[src/rtl/fpu_pkg.sv]
// Shared FPU constants and the state encoding for the iterative multiplier.
package fpu_pkg;

  localparam int BIAS = 127;
  localparam int EXP_MAX = 255;
  localparam logic [31:0] QNAN = 32'h7FC0_0000;

  typedef enum logic [1:0] {
    IDLE = 2'd0,
    MUL  = 2'd1,
    NORM = 2'd2,
    DONE = 2'd3
  } state_t;

endpackage

[src/rtl/fp_round_pack.sv]
// Normalize, round-to-nearest-even and pack a 48-bit mantissa product into
// an IEEE-754 single, flushing underflow to signed zero.
module fp_round_pack
  import fpu_pkg::*;
(
  input  logic [47:0] prod,
  input  logic [7:0]  exp_a,
  input  logic [7:0]  exp_b,
  input  logic        sign,
  output logic [31:0] result,
  output logic        overflow,
  output logic        underflow
);

  logic signed [9:0] exp_sum;
  logic signed [9:0] exp_norm;
  logic signed [9:0] exp_final;
  logic [22:0]       frac;
  logic [22:0]       frac_final;
  logic [23:0]       frac_inc;
  logic              guard;
  logic              sticky;
  logic              round_up;

  always_comb begin
    exp_sum    = 10'(exp_a) + 10'(exp_b) - 10'(BIAS);
    exp_norm   = exp_sum;
    frac       = prod[45:23];
    guard      = prod[22];
    sticky     = |prod[21:0];
    frac_inc   = 24'd0;
    round_up   = 1'b0;
    exp_final  = exp_sum;
    frac_final = 23'd0;
    result     = 32'd0;
    overflow   = 1'b0;
    underflow  = 1'b0;

    // A product in [2,4) sits one bit higher and bumps the exponent.
    if (prod[47]) begin
      frac     = prod[46:24];
      guard    = prod[23];
      sticky   = |prod[22:0];
      exp_norm = exp_sum + 10'sd1;
    end

    round_up  = guard & (sticky | frac[0]);
    frac_inc  = {1'b0, frac} + {23'd0, round_up};
    exp_final = exp_norm;
    if (frac_inc[23]) begin
      frac_final = 23'd0;
      exp_final  = exp_norm + 10'sd1;
    end else begin
      frac_final = frac_inc[22:0];
    end

    if (exp_final >= 10'(EXP_MAX)) begin
      result   = {sign, 8'hFF, 23'd0};
      overflow = 1'b1;
    end else if (exp_final <= 10'sd0) begin
      result    = {sign, 31'd0};
      underflow = 1'b1;
    end else begin
      result = {sign, exp_final[7:0], frac_final};
    end
  end

endmodule

[src/rtl/fp_mul_iter.sv]
// Iterative single-precision multiplier: 24-step radix-2 shift-add mantissa
// product, then one normalize/round cycle; specials resolve straight from IDLE.
module fp_mul_iter
  import fpu_pkg::*;
(
  input  logic        clk,
  input  logic        rst,
  input  logic        start_i,
  input  logic        signA_i,
  input  logic        signB_i,
  input  logic [7:0]  expA_i,
  input  logic [7:0]  expB_i,
  input  logic [23:0] mantA_i,
  input  logic [23:0] mantB_i,
  output logic        busy_o,
  output logic        done_o,
  output logic [31:0] result_o,
  output logic        overflow_o,
  output logic        underflow_o,
  output logic        invalid_o
);

  state_t      state;
  logic [4:0]  cnt;
  logic [47:0] prod;
  logic [23:0] mant_a_q;
  logic [23:0] mult_b;
  logic [7:0]  exp_a_q;
  logic [7:0]  exp_b_q;
  logic        sign_q;

  logic [24:0] acc_sum;
  logic [31:0] rp_result;
  logic        rp_overflow;
  logic        rp_underflow;

  logic        a_zero, b_zero, a_inf, b_inf, a_nan, b_nan;
  logic        special;
  logic        sign_in;
  logic [31:0] spec_result;
  logic        spec_invalid;

  always_comb begin
    sign_in      = signA_i ^ signB_i;
    a_zero       = (expA_i == 8'd0);
    b_zero       = (expB_i == 8'd0);
    a_inf        = (expA_i == 8'(EXP_MAX)) && (mantA_i[22:0] == 23'd0);
    b_inf        = (expB_i == 8'(EXP_MAX)) && (mantB_i[22:0] == 23'd0);
    a_nan        = (expA_i == 8'(EXP_MAX)) && (mantA_i[22:0] != 23'd0);
    b_nan        = (expB_i == 8'(EXP_MAX)) && (mantB_i[22:0] != 23'd0);
    special      = a_zero | b_zero | (expA_i == 8'(EXP_MAX)) | (expB_i == 8'(EXP_MAX));
    spec_result  = {sign_in, 31'd0};
    spec_invalid = 1'b0;
    if (a_nan || b_nan || (a_inf && b_zero) || (b_inf && a_zero)) begin
      spec_result  = QNAN;
      spec_invalid = 1'b1;
    end else if (a_inf || b_inf) begin
      spec_result = {sign_in, 8'hFF, 23'd0};
    end
  end

  // Upper half accumulates the partial product; the whole register shifts right.
  assign acc_sum = {1'b0, prod[47:24]} + (mult_b[0] ? {1'b0, mant_a_q} : 25'd0);

  fp_round_pack u_round_pack (
    .prod      (prod),
    .exp_a     (exp_a_q),
    .exp_b     (exp_b_q),
    .sign      (sign_q),
    .result    (rp_result),
    .overflow  (rp_overflow),
    .underflow (rp_underflow)
  );

  always_ff @(posedge clk) begin
    if (rst) begin
      state       <= IDLE;
      cnt         <= 5'd0;
      prod        <= 48'd0;
      mant_a_q    <= 24'd0;
      mult_b      <= 24'd0;
      exp_a_q     <= 8'd0;
      exp_b_q     <= 8'd0;
      sign_q      <= 1'b0;
      busy_o      <= 1'b0;
      done_o      <= 1'b0;
      result_o    <= 32'd0;
      overflow_o  <= 1'b0;
      underflow_o <= 1'b0;
      invalid_o   <= 1'b0;
    end else begin
      case (state)
        IDLE: begin
          done_o <= 1'b0;
          if (start_i) begin
            busy_o <= 1'b1;
            sign_q <= sign_in;
            if (special) begin
              state       <= DONE;
              done_o      <= 1'b1;
              result_o    <= spec_result;
              overflow_o  <= 1'b0;
              underflow_o <= 1'b0;
              invalid_o   <= spec_invalid;
            end else begin
              state    <= MUL;
              cnt      <= 5'd23;
              prod     <= 48'd0;
              mant_a_q <= mantA_i;
              mult_b   <= mantB_i;
              exp_a_q  <= expA_i;
              exp_b_q  <= expB_i;
            end
          end
        end
        MUL: begin
          prod   <= {acc_sum, prod[23:1]};
          mult_b <= {1'b0, mult_b[23:1]};
          if (cnt == 5'd0) state <= NORM;
          else             cnt   <= cnt - 5'd1;
        end
        NORM: begin
          state       <= DONE;
          done_o      <= 1'b1;
          result_o    <= rp_result;
          overflow_o  <= rp_overflow;
          underflow_o <= rp_underflow;
          invalid_o   <= 1'b0;
        end
        DONE: begin
          state  <= IDLE;
          done_o <= 1'b0;
          busy_o <= 1'b0;
        end
        default: state <= IDLE;
      endcase
    end
  end

endmodule

[config.mk]
export PLATFORM = sky130hd
export DESIGN_NAME = fp_mul_iter
export DESIGN_NICKNAME = d
export VERILOG_FILES = /design/src/rtl/fpu_pkg.sv /design/src/rtl/fp_round_pack.sv /design/src/rtl/fp_mul_iter.sv
export SDC_FILE = /design/constraint.sdc
export NUM_CORES = 1
export LEC_CHECK = 0
export ABC_AREA = 1
export CAP_MARGIN = 5
export CORE_MARGIN = 1
export CORE_UTILIZATION = 30
export DETAILED_ROUTE_END_ITERATION = 16
export SETUP_SLACK_MARGIN = 0.02
export SYNTH_ARGS = -nofsm -noshare
export SYNTH_HDL_FRONTEND = slang
export SYNTH_SLANG_ARGS = --single-unit
[constraint.sdc]
create_clock -name clk -period 6.9 [get_ports clk]
set_input_delay 0.69 -clock clk [delete_from_list [all_inputs] [get_ports clk]]
set_output_delay 0.69 -clock clk [all_outputs]
set_load 0.1 [all_outputs]
-- After elaboration in Yosys (flattened, before gate mapping)
Cells that the tools add are included.
W data, S select, Z words.
- reductions and logical operators: 31
- mux-type cells: 44
- bitwise logic cells: 7
- equal/unequal tests: 10
- order comparisons: 2
- $add $sub $neg: 7
- operators with widths (cell ; count):
    $mux W32 ; 3
    $mux W48 ; 2
    $pmux W48 S2 ; 1
    $mux W31 ; 3
    $mux W24 ; 3
    $pmux W32 S2 ; 1
    $pmux W24 S2 ; 1
    $logic_not A23 Y1 ; 2
    $mux W23 ; 2
    $reduce_bool A23 Y1 ; 2
    $add A24 B24 Y25 ; 1
    $add A23 B1 Y24 ; 1
    $reduce_or A23 Y1 ; 1
    $reduce_or A22 Y1 ; 1
    $add A10 B2 Y10 const B ; 2
    $mux W10 ; 2
    $eq A8 B8 Y1 const B ; 2
    $logic_not A8 Y1 ; 2
    $mux W5 ; 3
    $mux W1 ; 13
    $ge A10 B9 Y1 const B ; 1
    $le A10 B1 Y1 const B ; 1
    $ne A2 B2 Y1 const B ; 5
    $pmux W5 S2 ; 1
    22 further kinds ; 45
- output and inout port bits: 37
- input bits: 69
- word-level logic and storage cells: 115
- flip-flop bits (word level): 157

-- Depth between registers and ports, before layout
Gate-level depths: netlist of run 1.
- depth after elaboration: 10
- gate-level depth with buffers: 26
- mapped depth without buffers: 26

-- Cells and area by module
Synthesis of run 1 repeated with hierarchy kept, for this count alone.
- cells, all modules: 1787
- area total of the unflattened synthesis: 10930.5 um^2
- by module, submodules not included (module ; cells each ; area each (um^2) ; times used ; seq. area each (um^2)):
    fp_mul_iter ; 1268 ; 8285.4 ; 1 ; 3143.0
    fp_round_pack ; 519 ; 2645.0 ; 1 ; 0.0

-- Least setup slack after synthesis of run 1
OpenSTA, ideal clock, no wires.
- kind: register to register
- start point: reg exp_a_q[0]
- end point: reg result_o[23]
- period minus slack after synthesis: 3.097 ns
- setup time: 0.110 ns
- data arrival time: 2.987 ns
- data required time: 6.790 ns
- cell stages (with the launch flop): 23
- path buffers: 1
- path slack: 3.803 ns
- cells stage by stage: dfxtp_1 ha_1 inv_1 fa_1 inv_1 ha_1 inv_1 o21ai_1 ha_1 inv_1 nor2_1 nand3_1 nor2_1 nand2_1 nand2_1 inv_2 nor2_1 nand3_2 buf_6 nand3_1 nand3_1 nand2_1 inv_1
- word-level cells in the longest chain between the ends: 10
- ends and longest elaborated chain (item ; line ; source):
    start: declaration ; fp_mul_iter.sv:28 ; logic [7:0] exp_a_q;
    start signal: assignment ; fp_mul_iter.sv:111 ; exp_a_q <= expA_i;
    $add A8 B8 Y9 (*) ; fp_round_pack.sv:26 ; exp_sum = 10'(exp_a) + 10'(exp_b) - 10'(BIAS);
    $sub A10 B7 Y10 (*) ; fp_round_pack.sv:26 ;
    $add A10 B2 Y10 ; fp_round_pack.sv:44 ; exp_norm = exp_sum + 10'sd1;
    $mux W10 (*) ; fp_round_pack.sv:40 ; if (prod[47]) begin
    $add A10 B2 Y10 ; fp_round_pack.sv:52 ; exp_final = exp_norm + 10'sd1;
    $mux W10 (*) ; fp_round_pack.sv:50 ; if (frac_inc[23]) begin
    $le A10 B1 Y1 ; fp_round_pack.sv:60 ; end else if (exp_final <= 10'sd0) begin
    $mux W31 ; fp_round_pack.sv:60 ;
    $mux W31 (*) ; fp_round_pack.sv:57 ; if (exp_final >= 10'(EXP_MAX)) begin
    $pmux W32 S2 (*) ; fp_mul_iter.sv:92 ; case (state)
    end signal: assignment ; fp_mul_iter.sv:101 ; result_o <= spec_result;
    end signal: assignment ; fp_mul_iter.sv:125 ; result_o <= rp_result;
    end: declaration ; fp_mul_iter.sv:17 ; output logic [31:0] result_o,
Mark *: on every way between the ends. The rest lies on a longest branch, timed or not.
A chain may end at the register's enable or synchronous reset.

-- Final worst setup path of run 1
- start point: in start_i
- end point: reg prod[36]
- word-level cells in the longest chain between the ends: 2
- ends and longest elaborated chain (item ; line ; source):
    start: declaration ; fp_mul_iter.sv:8 ; input logic start_i,
    $ne A2 B2 Y1 (no source line) ; -- ;
    $reduce_and A3 Y1 (no source line) ; -- ;
    end signal: assignment ; fp_mul_iter.sv:117 ; prod <= {acc_sum, prod[23:1]};
    end: declaration ; fp_mul_iter.sv:25 ; logic [47:0] prod;
Every way passes these cells.

==> results of run 1 <==
-- sequential cells by signal (all words and copies together) (netlist names) --
register and count:
result_o 32, done_o 1, state 2, busy_o 1, exp_a_q 8, sign_q 1, prod 48, underflow_o 1
mult_b 24, invalid_o 1, cnt 5, overflow_o 1, exp_b_q 8, mant_a_q 24
-- final timing paths --
check	start	slack, ns	to
setup / recovery	start_i	2.34	prod[36]
hold / removal	invalid_o	0.46	invalid_o
setup reg to reg	state[1]	2.42	prod[36]
hold reg to reg	invalid_o	0.46	invalid_o
-- cell usage after synthesis (all sizes together), types with 17 or more instances --
cell type | n | area share
o21ai | 76 | 0.040
nor4 | 17 | 0.011
inv | 173 | 0.065
nor2 | 130 | 0.056
nand3 | 115 | 0.060
nor3 | 19 | 0.0095
buf | 18 | 0.015
a21oi | 174 | 0.087
clkbuf | 48 | 0.018
a31oi | 29 | 0.018
nand2 | 514 | 0.20
dfxtp | 157 | 0.32
nand4 | 36 | 0.023
ha | 43 | 0.054
-- metal layers --
metal  global-route usage  part of all wire
met1                0.204              0.44
met5                    0                 0
met2                0.304              0.49
met3               0.0257             0.041
met4               0.0570             0.024
-- worst min-delay path: stages (launching register included) --
cell and delay [ns]:
dfxtp_1 0.31, nand2_1 0.06, a21oi_1 0.05
-- cell type report --
cell class / instances / area [sq um]
Timing Repair Buffer: 112 / 1100
Clock buffer: 19 / 453
Multi-Input combinational cell: 1189 / 5830
Inverter: 176 / 663
Clock inverter: 13 / 154
Sequential cell: 157 / 3140
Fill cell: 3505 / 20700
Tap cell: 442 / 553
-- cell families (layout without fill, tap and decap cells) --
group                      Yosys count  count (layout)
xor gates and xnor gates             7               7
and+or+nand+nor                    841             841
DFF                                157             157
buffers and inverters              242             320
adders and majority gates           45              45
AOI/OAI and AO/OA                  296             296
-- per-stage QoR --
| stage | setup slack, ns | utilization | std cells | instance area, sq um | total power [mW] |
|---|---|---|---|---|---|
| 6_report | 2.34 | 0.365 | 2108 | 11900 | 3.01 |
| 5_1_grt | 1.89 | 0.365 | 2108 | 11900 | 3.21 |
| 3_3_place_gp | 1.98 | 0.346 | 2076 | 11300 | 2.02 |
| 4_1_cts | 2.37 | 0.365 | 2108 | 11900 | 3.02 |
| 2_1_floorplan | 3.80 | - | 1588 | 9960 | 1.79 |
| 3_5_place_dp | 1.89 | 0.346 | 2076 | 11300 | 2.04 |
-- power breakdown --
part	leakage [nW]	internal, mW	switching [mW]	total [mW]
Combinational	3.31	0.285	0.684	0.969
Sequential	1.28	0.999	0.0562	1.06
Clock	0.291	0.562	0.423	0.985
Total	4.87	1.85	1.16	3.01
==> reports/qor.txt, run 1 <==
Synth Area in Compound Gates: 0.159
vias in the first global route: 9457
vias per cell: 4.86
initial DRC count: 704
routability cong.: 0.928
initial antenna violation count: 0
largest family of logic cells by synthesized area: simple AND/OR/NAND/NOR gates
reg2reg path depth: 13
commonest non-fill, non-tap cells in the layout: 506 x nand2_1, 174 x a21oi_1, 162 x inv_1
DRC viols: 0
critical path launch point type: primary input
Layout area overhead: 19.5%
diode count: 0
first-pass GRT wire length: 46200 microns
Hold-fix buffers, CTS: 0
DRT Wirelength: 28300 microns
fin. max-slew vios: 0
CP Capture Type: register
crit-path cells: clkdlybuf4s50_1, nand2_1, inv_2, nand2_1, buf_4, nand2_1, inv_2, nor2_4, clkinv_1, a21oi_1, o21ai_0, a21oi_1
hold crit path type: register to register
global route overflow: 0
hold_ws: 0.462 ns
Rows: 66
Post-DRT Antenna Nets: 0
Longest Clk Path Bufs: 2
Clock Skews: 0.0118 ns
Post-Synth XOR/XNOR Area: 0.00616
synth unique cells: 44
dpl hpwl: 21000 microns
final hold violation count: 0
status: finished clean
adder-cell share of the synthesized area: 0.0580
Max H-tree Level: 4
EDFF count, synth: 0
Synth Area in Simple Gates: 0.361
mux contribution to synthesized area: 0
maxcap violations: 0
critical path's top delay family: buffers and inverters
syn avg cell area: 6.27 sq um
Core Box Area: 0.0326 sq mm
clk_lat worst skew: 0.43 ns
FFs w/ async S/R, synth: 0
Die H: 184 microns
synthesized area: 0.00996 sq mm
WP data required: 7.25 ns
endpoints failing setup: 0
fmax: 0.219 GHz
Root Driver: clkbuf_16
Starting Density: 0.305
Seq/Total Area, Yosys: 0.316
CTS tree: yes
crit path time final: 4.56 ns
CP Depth: 12
average wire per standard cell: 13.4 microns
pin count of the biggest net entering global routing: 99
layout cells sized above 1: 0.0510
Port Buf Inserts: 105
Setup Fix Bufs, Post-CTS: 0
clk sink count: 157
Crit path top cell by count: nand2_1
DRT Pass-1 Iters: 6
worst path arrival time: 4.91 ns
RSZ-0062 raised after global routing: no
final period utilization: 0.661
setup TNS: 0 ns
Max IR drop VDD: 0.162 mV
die area: 0.0339 sq mm
slowest CP cell: clkinv_1
P_leak: 4.87 nW
Syn Inst Count: 1588
Syn Nets: 1702
Crit path largest cell delay: 0.89 ns
Crit Path Max Fanout: 53
Clk pin slew, worst setup/hold paths: 0.07 ns
total CTS buffers: 17
Hold Path Depth: 2
chip width: 184 microns
worst path bufs/invs: 5
Power Density: 253 mW/mm^2
CP Class: primary input to register
IO Pins: 106
commonest non-fill, non-tap cell in the layout: nand2_1
Post-CTS Resized: 0
worst-margin pin slew: 1.15 ns
fin nets: 1767
Via Count: 10237
slew margin rel.: 0.235
Synth Flop Type: dfxtp_1
Overall Global Routing Usage: 0.169
yosys warns: 0
post-synthesis sequential element count: 157
No activity file was read; power rests on OpenSTA's default activity.
==> run 2: changes to the inputs <==
Clock period 6.9 ns to 4.7 ns, I/O delays scaled along.
==> run 2 against run 1 <==
Cell count rose by 0.19%. Combinational power rose by 48%. Sequential share of layout area fell by 0.17 points. Clock power rose by 54%. Global-route usage rose by 0.30 points. Utilization rose by 0.23 points. Wire length fell by 0.79%. Power rose by 50%. Non-clock buffer count rose by 4. Clock skew fell by 0.0016 ns. Critical endpoint is now result_o[22]. Highest routed layer unchanged.
==> reports/qor.txt, run 2 (synthesis gave the netlist of run 1 again) <==
status: finished clean
Max IR drop VDD: 0.238 mV (+47%)
worst path bufs/invs: 5 (unchanged)
die area: 0.0339 sq mm (unchanged)
Largest Register: prod
total CTS buffers: 17 (unchanged)
min-delay src: mant_a_q[21]
CP Capture Type: register
max reg flops: 48 (unchanged)
Switching Share: 0.365 (-0.0212)
Post-CTS Resized: 0 (unchanged)
hold_ws: 0.463 ns (+0.000651 ns)
hold crit path type: register to register
Combinational Power Share: 0.318 (-0.004)
Overall Global Routing Usage: 0.172 (+0.00300)
CP Class: register to register
IO Pins: 106 (unchanged)
RR Endpoint: result_o[22]
slowest CP cell: nand3_2
Hold-fix buffers, CTS: 0 (unchanged)
vias in the first global route: 9748 (+3.1%)
Crit Path Max Fanout: 31 (-42%)
first-pass GRT wire length: 46700 microns (+1.1%)
clk sink count: 157 (unchanged)
chip width: 184 microns (unchanged)
worst-margin pin slew: 1.03 ns (-0.111 ns)
Reg-to-Reg Start: exp_a_q[0]
Hold Path Depth: 2 (unchanged)
Crit path largest cell delay: 0.54 ns (-0.35 ns)
Core Util, Final: 0.367 (+0.00234)
initial antenna violation count: 0 (unchanged)
Rows: 66 (unchanged)
RSZ-0062 raised after global routing: no
fin nets: 1771 (+0.23%)
non-filler cells, final: 2112 (+0.19%)
Crit path top cell by count: nor2_1
Post-DRT Antenna Nets: 0 (unchanged)
Top Metal Used: met4
global route overflow: 0 (unchanged)
Root Driver: clkbuf_16
commonest non-fill, non-tap cell in the layout: nand2_1
placed inst area: 0.0113 sq mm (+0.27%)
Placed Cells: 2080 (+0.19%)
crit-path cells: ha_1, inv_1, fa_1, inv_1, ha_1, inv_1, o21ai_1, ha_1, inv_1, nor2_1, nand3_1, nor2_1, nand2_1, nand2_1, inv_2, nor2_1, nand3_2, nand3_1, nor2_1, nor2_1, nor2_1
final hold violation count: 0 (unchanged)
top flop regs: prod (48), result_o (32)
critical path launch point type: register
routability cong.: 0.891 (-4.0%)
WP data required: 4.99 ns (-2.26 ns)
wire length on met3: 1210 microns (+3.4%)
slew margin rel.: 0.308 (+0.0735)
pre-CTS WS: 0.722 ns (-1.16 ns)
Power Density: 376 mW/mm^2 (+49%)
reg2reg path depth: 21 (+8)
dpl hpwl: 21300 microns (+1.3%)
worst path arrival time: 4.32 ns (-0.59 ns)
Sequential Power Share: 0.344 (-0.007)
Starting Density: 0.305 (unchanged)
Clock power frac: 0.338 (+0.011)
Pint: 2.86 mW (+55%)
final period utilization: 0.856
Core Box Area: 0.0326 sq mm (unchanged)
CTS tree: yes
Clk pin slew, worst setup/hold paths: 0.07 ns (about the same)
endpoints failing setup: 0 (unchanged)
initial DRC count: 726 (+3.1%)
fillcell total: 3482 (-0.66%)
Hold EP: mant_a_q[21]
Setup Fix Bufs, Post-CTS: 0 (unchanged)
pin count of the biggest net entering global routing: 76 (-23%)
Clock Skews: 0.0102 ns (-0.00162 ns)
setup slack, reg-to-reg: 0.68 ns (-1.74 ns)
sw power: 1.65 mW (+42%)
clk_lat worst skew: 0.43 ns (about the same)
average wire per standard cell: 13.3 microns (-0.97%)
final total power: 4.51 mW (+50%)
final instance area: 0.0120 sq mm (+0.64%)
DRC viols: 0 (unchanged)
Max H-tree Level: 4 (unchanged)
layout cells sized above 1: 0.0527 (+0.00167)
met1 WL: 12400 microns (-0.69%)
diode count: 0 (unchanged)
P_leak: 4.92 nW (+1.0%)
Via Count: 10266 (+0.28%)
fin. max-slew vios: 0 (unchanged)
Layout area overhead: 20.2%
Final Worst Setup Slack: 0.676 ns (-1.66 ns)
Port Buf Inserts: 105 (unchanged)
fmax: 0.248 GHz
Longest Clk Path Bufs: 2 (unchanged)
maxcap violations: 0 (unchanged)
Die H: 184 microns (unchanged)
commonest non-fill, non-tap cells in the layout: 506 x nand2_1, 174 x a21oi_1, 162 x inv_1
critical path's top delay family: simple AND/OR/NAND/NOR gates
setup TNS: 0 ns (unchanged)
DRT Wirelength: 28100 microns (-0.79%)
vias per cell: 4.86 (about the same)
routed wl met2: 13400 microns (-3.2%)
DRT Pass-1 Iters: 5 (-1)
crit path time final: 4.02 ns
==> run 2: cell count changes in the layout (fill, tap and decap cells not counted) <==
cell,previous run,this run
clkbuf_8,2,5
buf_4,8,12
bufinv_16,2,4
inv_6,4,1
clkinvlp_4,3,1
clkinv_2,1,2
clkbuf_1,0,1
inv_8,2,0
==> run 2: power by group through the flow <==
stage               combinational, mW  clock (mW)  sequential [mW]
global route                     1.64        1.62             1.57
floorplan                        1.03           0             1.60
global placement                 1.42           0             1.58
detailed placement               1.44           0             1.58
CTS                              1.44        1.56             1.55
finish                           1.43        1.52             1.55
==> run 2: worst max-delay path by stage <==
stage / start / endpoint / slack [ns] / cells past startpoint
finish: exp_a_q[0] / result_o[22] / 0.68 / 21
global route: exp_a_q[0] / result_o[22] / 0.26 / 21
CTS: exp_a_q[0] / result_o[22] / 0.69 / 21
detailed placement: exp_a_q[0] / result_o[22] / 0.72 / 21
global placement: exp_a_q[0] / result_o[17] / 0.75 / 19
floorplan: exp_a_q[0] / result_o[23] / 1.60 / 22
==> run 2: area by class of cell <==
class                   count  area [sq um]  share of cell area
inverters                 176           663              0.0554
flip-flops and latches    157          3140               0.263
repair buffers            116          1130              0.0945
clock buffers              23           498              0.0416
clock inverters             9           155              0.0130
multi-input cells        1189          5830               0.487
well taps                 442           553              0.0462
==> run 2: layer usage <==
metal,up-vias,track usage
li1,5351,-
met1,4666,0.206
met2,214,0.300
met3,35,0.0310
met4,0,0.0770
met5,-,0
==> run 2: worst min-delay path, delay by kind of cell, from the launching register on <==
| kind | cells | cell delay [ns] |
|---|---|---|
| compound gates | 1 | 0.05 |
| flops | 1 | 0.31 |
| simple gates | 1 | 0.06 |
